<file path="src/rtl/mem_load_pkg.sv">
// Shared types and default sizing for the memory-load controller.
// Both the controller and its deadline timer import this package.
package mem_load_pkg;

  typedef enum logic {
    IDLE = 1'b0,
    LOAD = 1'b1
  } mem_load_state_t;

  localparam int LOAD_DATA_W    = 8;
  localparam int LOAD_ADDR_W    = 4;
  localparam int LOAD_BURST_LEN = 4;
  localparam int LOAD_MAX_LAT   = 5;

  // Bits needed to hold 0..max_val without wrapping.
  function automatic int cnt_width(input int max_val);
    return (max_val < 1) ? 1 : $clog2(max_val + 1);
  endfunction

endpackage

</file>
<file path="src/rtl/load_deadline_timer.sv">
// Counts LOAD cycles since the last accept and flags the final cycle in
// which a burst may still finish inside the downstream latency window.
module load_deadline_timer
  import mem_load_pkg::*;
#(
  parameter int MAX_LAT = LOAD_MAX_LAT
) (
  input  logic clk,
  input  logic reset_n,
  input  logic clr,
  input  logic en,
  output logic expire
);

  localparam int              EL_W      = cnt_width(MAX_LAT);
  localparam logic [EL_W-1:0] EXPIRE_AT = EL_W'(MAX_LAT - 1);
  localparam logic [EL_W-1:0] EL_MAX    = EL_W'(MAX_LAT);

  logic [EL_W-1:0] elapsed;

  // NOTE: state registers use non-blocking assignments so every flop samples
  // pre-edge values, regardless of the order in which the blocks are evaluated.
  always_ff @(posedge clk) begin
    if (!reset_n) begin
      elapsed <= '0;
    end else if (clr) begin
      elapsed <= '0;
    end else if (en && (elapsed != EL_MAX)) begin
      elapsed <= elapsed + EL_W'(1);
    end
  end

  assign expire = (elapsed == EXPIRE_AT);

endmodule

</file>
<file path="src/rtl/mem_load_ctrl.sv">
// Streams a fixed-length burst from a valid/ready source into a memory write
// port, and signals done within MAX_LAT cycles of load_mem rising, or aborts with err.
module mem_load_ctrl
  import mem_load_pkg::*;
#(
  parameter int DATA_W    = LOAD_DATA_W,
  parameter int ADDR_W    = LOAD_ADDR_W,
  parameter int BURST_LEN = LOAD_BURST_LEN,
  parameter int MAX_LAT   = LOAD_MAX_LAT
) (
  input  logic              clk,
  input  logic              reset_n,
  input  logic              start_req,
  output logic              start_ack,
  input  logic [ADDR_W-1:0] start_addr,
  input  logic              src_valid,
  output logic              src_ready,
  input  logic [DATA_W-1:0] src_data,
  output logic              mem_we,
  output logic [ADDR_W-1:0] mem_addr,
  output logic [DATA_W-1:0] mem_wdata,
  output logic              load_mem,
  output logic              done,
  output logic              err,
  output logic              busy
);

  if ((BURST_LEN < 1) || (BURST_LEN > MAX_LAT)) begin : g_bad_burst_len
    $fatal(1, "mem_load_ctrl: BURST_LEN must satisfy 1 <= BURST_LEN <= MAX_LAT");
  end

  localparam int                BEAT_W    = cnt_width(BURST_LEN);
  localparam logic [BEAT_W-1:0] LAST_BEAT = BEAT_W'(BURST_LEN - 1);
  localparam logic [BEAT_W-1:0] BEAT_MAX  = BEAT_W'(BURST_LEN);

  mem_load_state_t   state;
  mem_load_state_t   state_next;
  logic [BEAT_W-1:0] beat;
  logic [ADDR_W-1:0] base;
  logic              accept;
  logic              last_beat;
  logic              expire;
  logic              deadline_miss;

  assign start_ack = (state == IDLE);
  assign src_ready = (state == LOAD);
  assign busy      = (state != IDLE);
  assign accept    = start_req && start_ack;
  assign mem_we    = src_valid && src_ready;
  assign mem_wdata = src_data;
  assign mem_addr  = base + ADDR_W'(beat);

  // A last beat landing on the deadline cycle still counts as success.
  assign last_beat     = mem_we && (beat == LAST_BEAT);
  assign deadline_miss = (state == LOAD) && expire && !last_beat;

  load_deadline_timer #(
    .MAX_LAT (MAX_LAT)
  ) u_timer (
    .clk     (clk),
    .reset_n (reset_n),
    .clr     (accept),
    .en      (state == LOAD),
    .expire  (expire)
  );

  always_ff @(posedge clk) begin
    if (!reset_n) begin
      state <= IDLE;
    end else begin
      state <= state_next;
    end
  end

  // NOTE: state_next gets its default before the case so no path leaves it
  // unassigned; otherwise synthesis would infer a latch.
  always_comb begin
    state_next = state;
    unique case (state)
      IDLE: begin
        if (accept) begin
          state_next = LOAD;
        end
      end
      LOAD: begin
        if (last_beat || deadline_miss) begin
          state_next = IDLE;
        end
      end
      default: state_next = IDLE;
    endcase
  end

  always_ff @(posedge clk) begin
    if (!reset_n) begin
      beat <= '0;
      base <= '0;
    end else if (accept) begin
      beat <= '0;
      base <= start_addr;
    end else if (mem_we && (beat != BEAT_MAX)) begin
      beat <= beat + BEAT_W'(1);
    end
  end

  // load_mem tracks the next state, so it drops in the done/err cycle and
  // stays low for that one cycle even when a new request is accepted there.
  always_ff @(posedge clk) begin
    if (!reset_n) begin
      load_mem <= 1'b0;
      done     <= 1'b0;
      err      <= 1'b0;
    end else begin
      load_mem <= (state_next == LOAD);
      done     <= last_beat;
      err      <= deadline_miss;
    end
  end

endmodule

</file>
<file path="config.mk">
export PLATFORM = sky130hd
export DESIGN_NAME = mem_load_ctrl
export DESIGN_NICKNAME = d
export VERILOG_FILES = /design/src/rtl/mem_load_pkg.sv /design/src/rtl/load_deadline_timer.sv /design/src/rtl/mem_load_ctrl.sv
export SDC_FILE = /design/constraint.sdc
export NUM_CORES = 1
export LEC_CHECK = 0
export CORE_ASPECT_RATIO = 0.9
export CORE_UTILIZATION = 43
export CTS_BUF_LIST = sky130_fd_sc_hd__clkbuf_8
export DETAILED_ROUTE_END_ITERATION = 6
export GPL_TIMING_DRIVEN = 0
export PLACE_DENSITY = 0.89
export SETUP_SLACK_MARGIN = 0.4
export SLEW_MARGIN = 40
export SYNTH_ARGS = -nofsm -noshare
export SYNTH_HDL_FRONTEND = slang
export SYNTH_SLANG_ARGS = --single-unit
</file>
<file path="constraint.sdc">
create_clock -name clk -period 2.1 [get_ports clk]
set_clock_uncertainty 0.15 [all_clocks]
set_input_delay 0.42 -clock clk [delete_from_list [all_inputs] [get_ports clk]]
set_output_delay 0.42 -clock clk [all_outputs]
set_load 0.005 [all_outputs]
</file>
==> impl_metrics.toml <==
[setup_path]
cp_slowest_cell = "dfxtp_2"
r2r_slack_ns = 0.55
max_stage_delay_ns = 0.37
cp-start-kind = "flip-flop"
cp.required_ns = 1.53
reg2reg_depth = 5
crit_type = "reg -> out"
path_max_fanout = 3
worstReg2RegEnd = "err"
arrival_ns = 1.43
path_cells = "ha_4 -> a21o_1 -> a21oi_2 -> xnor2_1 -> buf_2"
cp-end-kind = "primary output"
r2r-start = "beat[1]"

[sta]
clock.fmax_mhz = 500
min_period_over_period_pct = 95.3
whs_ns = 0.387
tightest_slew_ns = 0.277
maxSlewHeadroom_pct = 81.4
rsz0062_at_grt = "true"
min_period_ns = 2.00
hold_viol = 0
slew_viol_final = 0
setup_tns_ns = 0
finalSetupViolCount = 0
setup_slack_ns = 0.0980

[synthesis]
ys_types = 25
synth.top_cells.by_count = "dfxtp_1, buf_4, inv_1"
synth_ff_type = "dfxtp_1"
synth-seq-area-share_pct = 32.8
synth_edf_count = 0
synthTopCellsByArea = "dfxtp_1, ha_1, buf_4"
post-synth-top-area-cell = "dfxtp_1"
yosysMostFrequentCell = "dfxtp_1"
syn_area_per_cell_um2 = 9.46
ys_ff_latch = 13
synthArstFlopShare_pct = 0
synthCells = 84
syn-cell-area_um2 = 795
synth_top_area_share_pct = 32.8
yosysWarnings = 0
syn-num-nets = 110

[hold_path]
hp-start = "beat[2]"
min_path_cells = 2
hold_class = "reg -> reg"
worstHoldEndpoint = "beat[2]"

[global_route]
grt_first_pass_wirelength_um = 2750
use_met2_pct = 36.2
antenna_found_initial = 0
met1_usage_pct = 19.7
grt_pass1_vias = 669
grt_usage_pct = 19.7
grt_max_degree = 9
overflow = 0
grtUsageMet3_pct = 7.66
grt.busiest_layer = "met2"

[clock_tree]
cts_buffers = 3
cts_buffer_depth = 2
cts_tree = "built"
clk_latency_ns = 0.24
clkSinkCount = 13
clk_pin_slew_ns = 0.05
cts_root_buffer = "clkbuf_8"
ctsHoldBuffers = 0
htree_levels = 1

[floorplan]
start_util_pct = 46.8
die_y_um = 42.8
die_width_um = 47.3
num_io_pins = 35
design.die.area_um2 = 2020
fp-row-count = 14
coreArea_um2 = 1700

[routing]
routed_wl_um = 1750
drt_iter0_drc = 4
ant_nets = 0
wl_per_cell_um = 12.1
firstDrtPassIters = 4
vias = 681
drc = 0
vias_per_cell = 4.73

[placed_design]
port_buffers = 26
dp_hpwl_um = 1220
place_ws_ns = -0.154
dp_cells = 134
routabilityCongestion = 0.736

[power]
power_leakage_nw = 0.563
max-vdd-ir-drop_v = 0.000365
power_density_nw_per_um2 = 513

[final_layout]
fillers = 134
final_util_pct = 71.5
finalNonFillerCells = 144
drive_gt1_share_pct = 33.3
final_nets = 147
areaGrowthSynthToFinish_pct = 52.9
n_antenna_cell = 0

[flow_run]
drv_cap = 0

[status]
status = "finished clean"
-- power by group --
part	internal (W)	leakage, nW	switching (W)
Sequential	0.000256	0.108	0.0000103
Clock	0.000129	0.0269	0.0000884
Combinational	0.0000885	0.427	0.0000507
Total	0.000473	0.563	0.000149
-- logic make-up (layout without fill, tap and decap cells) --
group	count (synthesis)	in the layout	synth area share (%)
buffers and inverters	21	57	15.6
and+or+nand+nor	20	20	16.4
DFF	13	13	32.8
AOI/OAI and AO/OA	12	12	8.98
adders and majority gates	10	10	16.7
muxes	5	5	6.30
xor gates and xnor gates	3	3	3.31
-- cell type report --
class                      count  area, um^2  share of cell area (%)
clock buffer                   3        41.3                    3.40
inverter                      10        37.5                    3.09
multi-input combinational     50         449                    37.0
tap                           24        30.0                    2.47
buffer                        11        86.3                    7.11
clock inverter                 1        3.75                   0.309
timing repair buffer          32         295                    24.3
sequential                    13         272                    22.3
-- layer usage --
| layer | wire length (um) | part of all wire [%] | vias up |
|---|---|---|---|
| met5 | 0 | 0 | - |
| met4 | 19 | 1.1 | 0 |
| met3 | 98 | 5.6 | 3 |
| met2 | 946 | 54 | 25 |
| met1 | 682 | 39 | 313 |
| li1 | - | - | 340 |
-- state kept, by name (all words and copies together) (netlist names) --
signal and cells:
u_timer.elapsed 3, load_mem 1, base 4, err 1, done 1, beat 3
-- placed cells by master, fill, tap and decap left out, drive strengths merged, types with 2 or more instances in the layout --
master          n
dfxtp          13
nor2            2
clkdlybuf4s50  16
nand3           2
xnor2           3
buf            20
o21ai           3
nor2b           6
mux2i           5
nand2b          2
a21boi          2
nand2           3
ha              9
inv            11
dlygate4sd2     6
clkbuf          3
a21oi           6
-- how the worst max path moves through the flow --
| stage | startpoint | endpoint | slack [ns] | cells past startpoint |
|---|---|---|---|---|
| after floorplan | beat[0] | mem_addr[2] | 0.44 | 4 |
| after global placement | src_valid | mem_we | -0.14 | 4 |
| after detailed placement | src_valid | mem_we | -0.15 | 4 |
| after CTS | base[0] | mem_addr[1] | 0.07 | 5 |
| after global routing | base[1] | mem_addr[3] | 0.02 | 5 |
| final | base[1] | mem_addr[3] | 0.1 | 5 |
-- per-stage QoR --
step	power (W)	instance area, um^2
5_1_grt	0.000654	1210
3_3_place_gp	0.000397	1080
4_1_cts	0.000625	1170
3_5_place_dp	0.000401	1080
6_report	0.000623	1210
2_1_floorplan	0.000335	795
-- critical path: cells and delay by family, from the launching register on --
kind	cells	cell delay, ns
AOI/OAI and AO/OA	2	0.34
xor gates and xnor gates	1	0.14
adders and majority gates	1	0.21
buffers and inverters	1	0.14
DFF	1	0.37
-- timing repair --
action,in CTS,in global routing
setup endpoints to repair,9,5
buffers inserted,5,1
resized for setup,30,7
endpoints found under the hold margin,0,0
pin swaps,5,6
(Power assumes the default switching activity.)
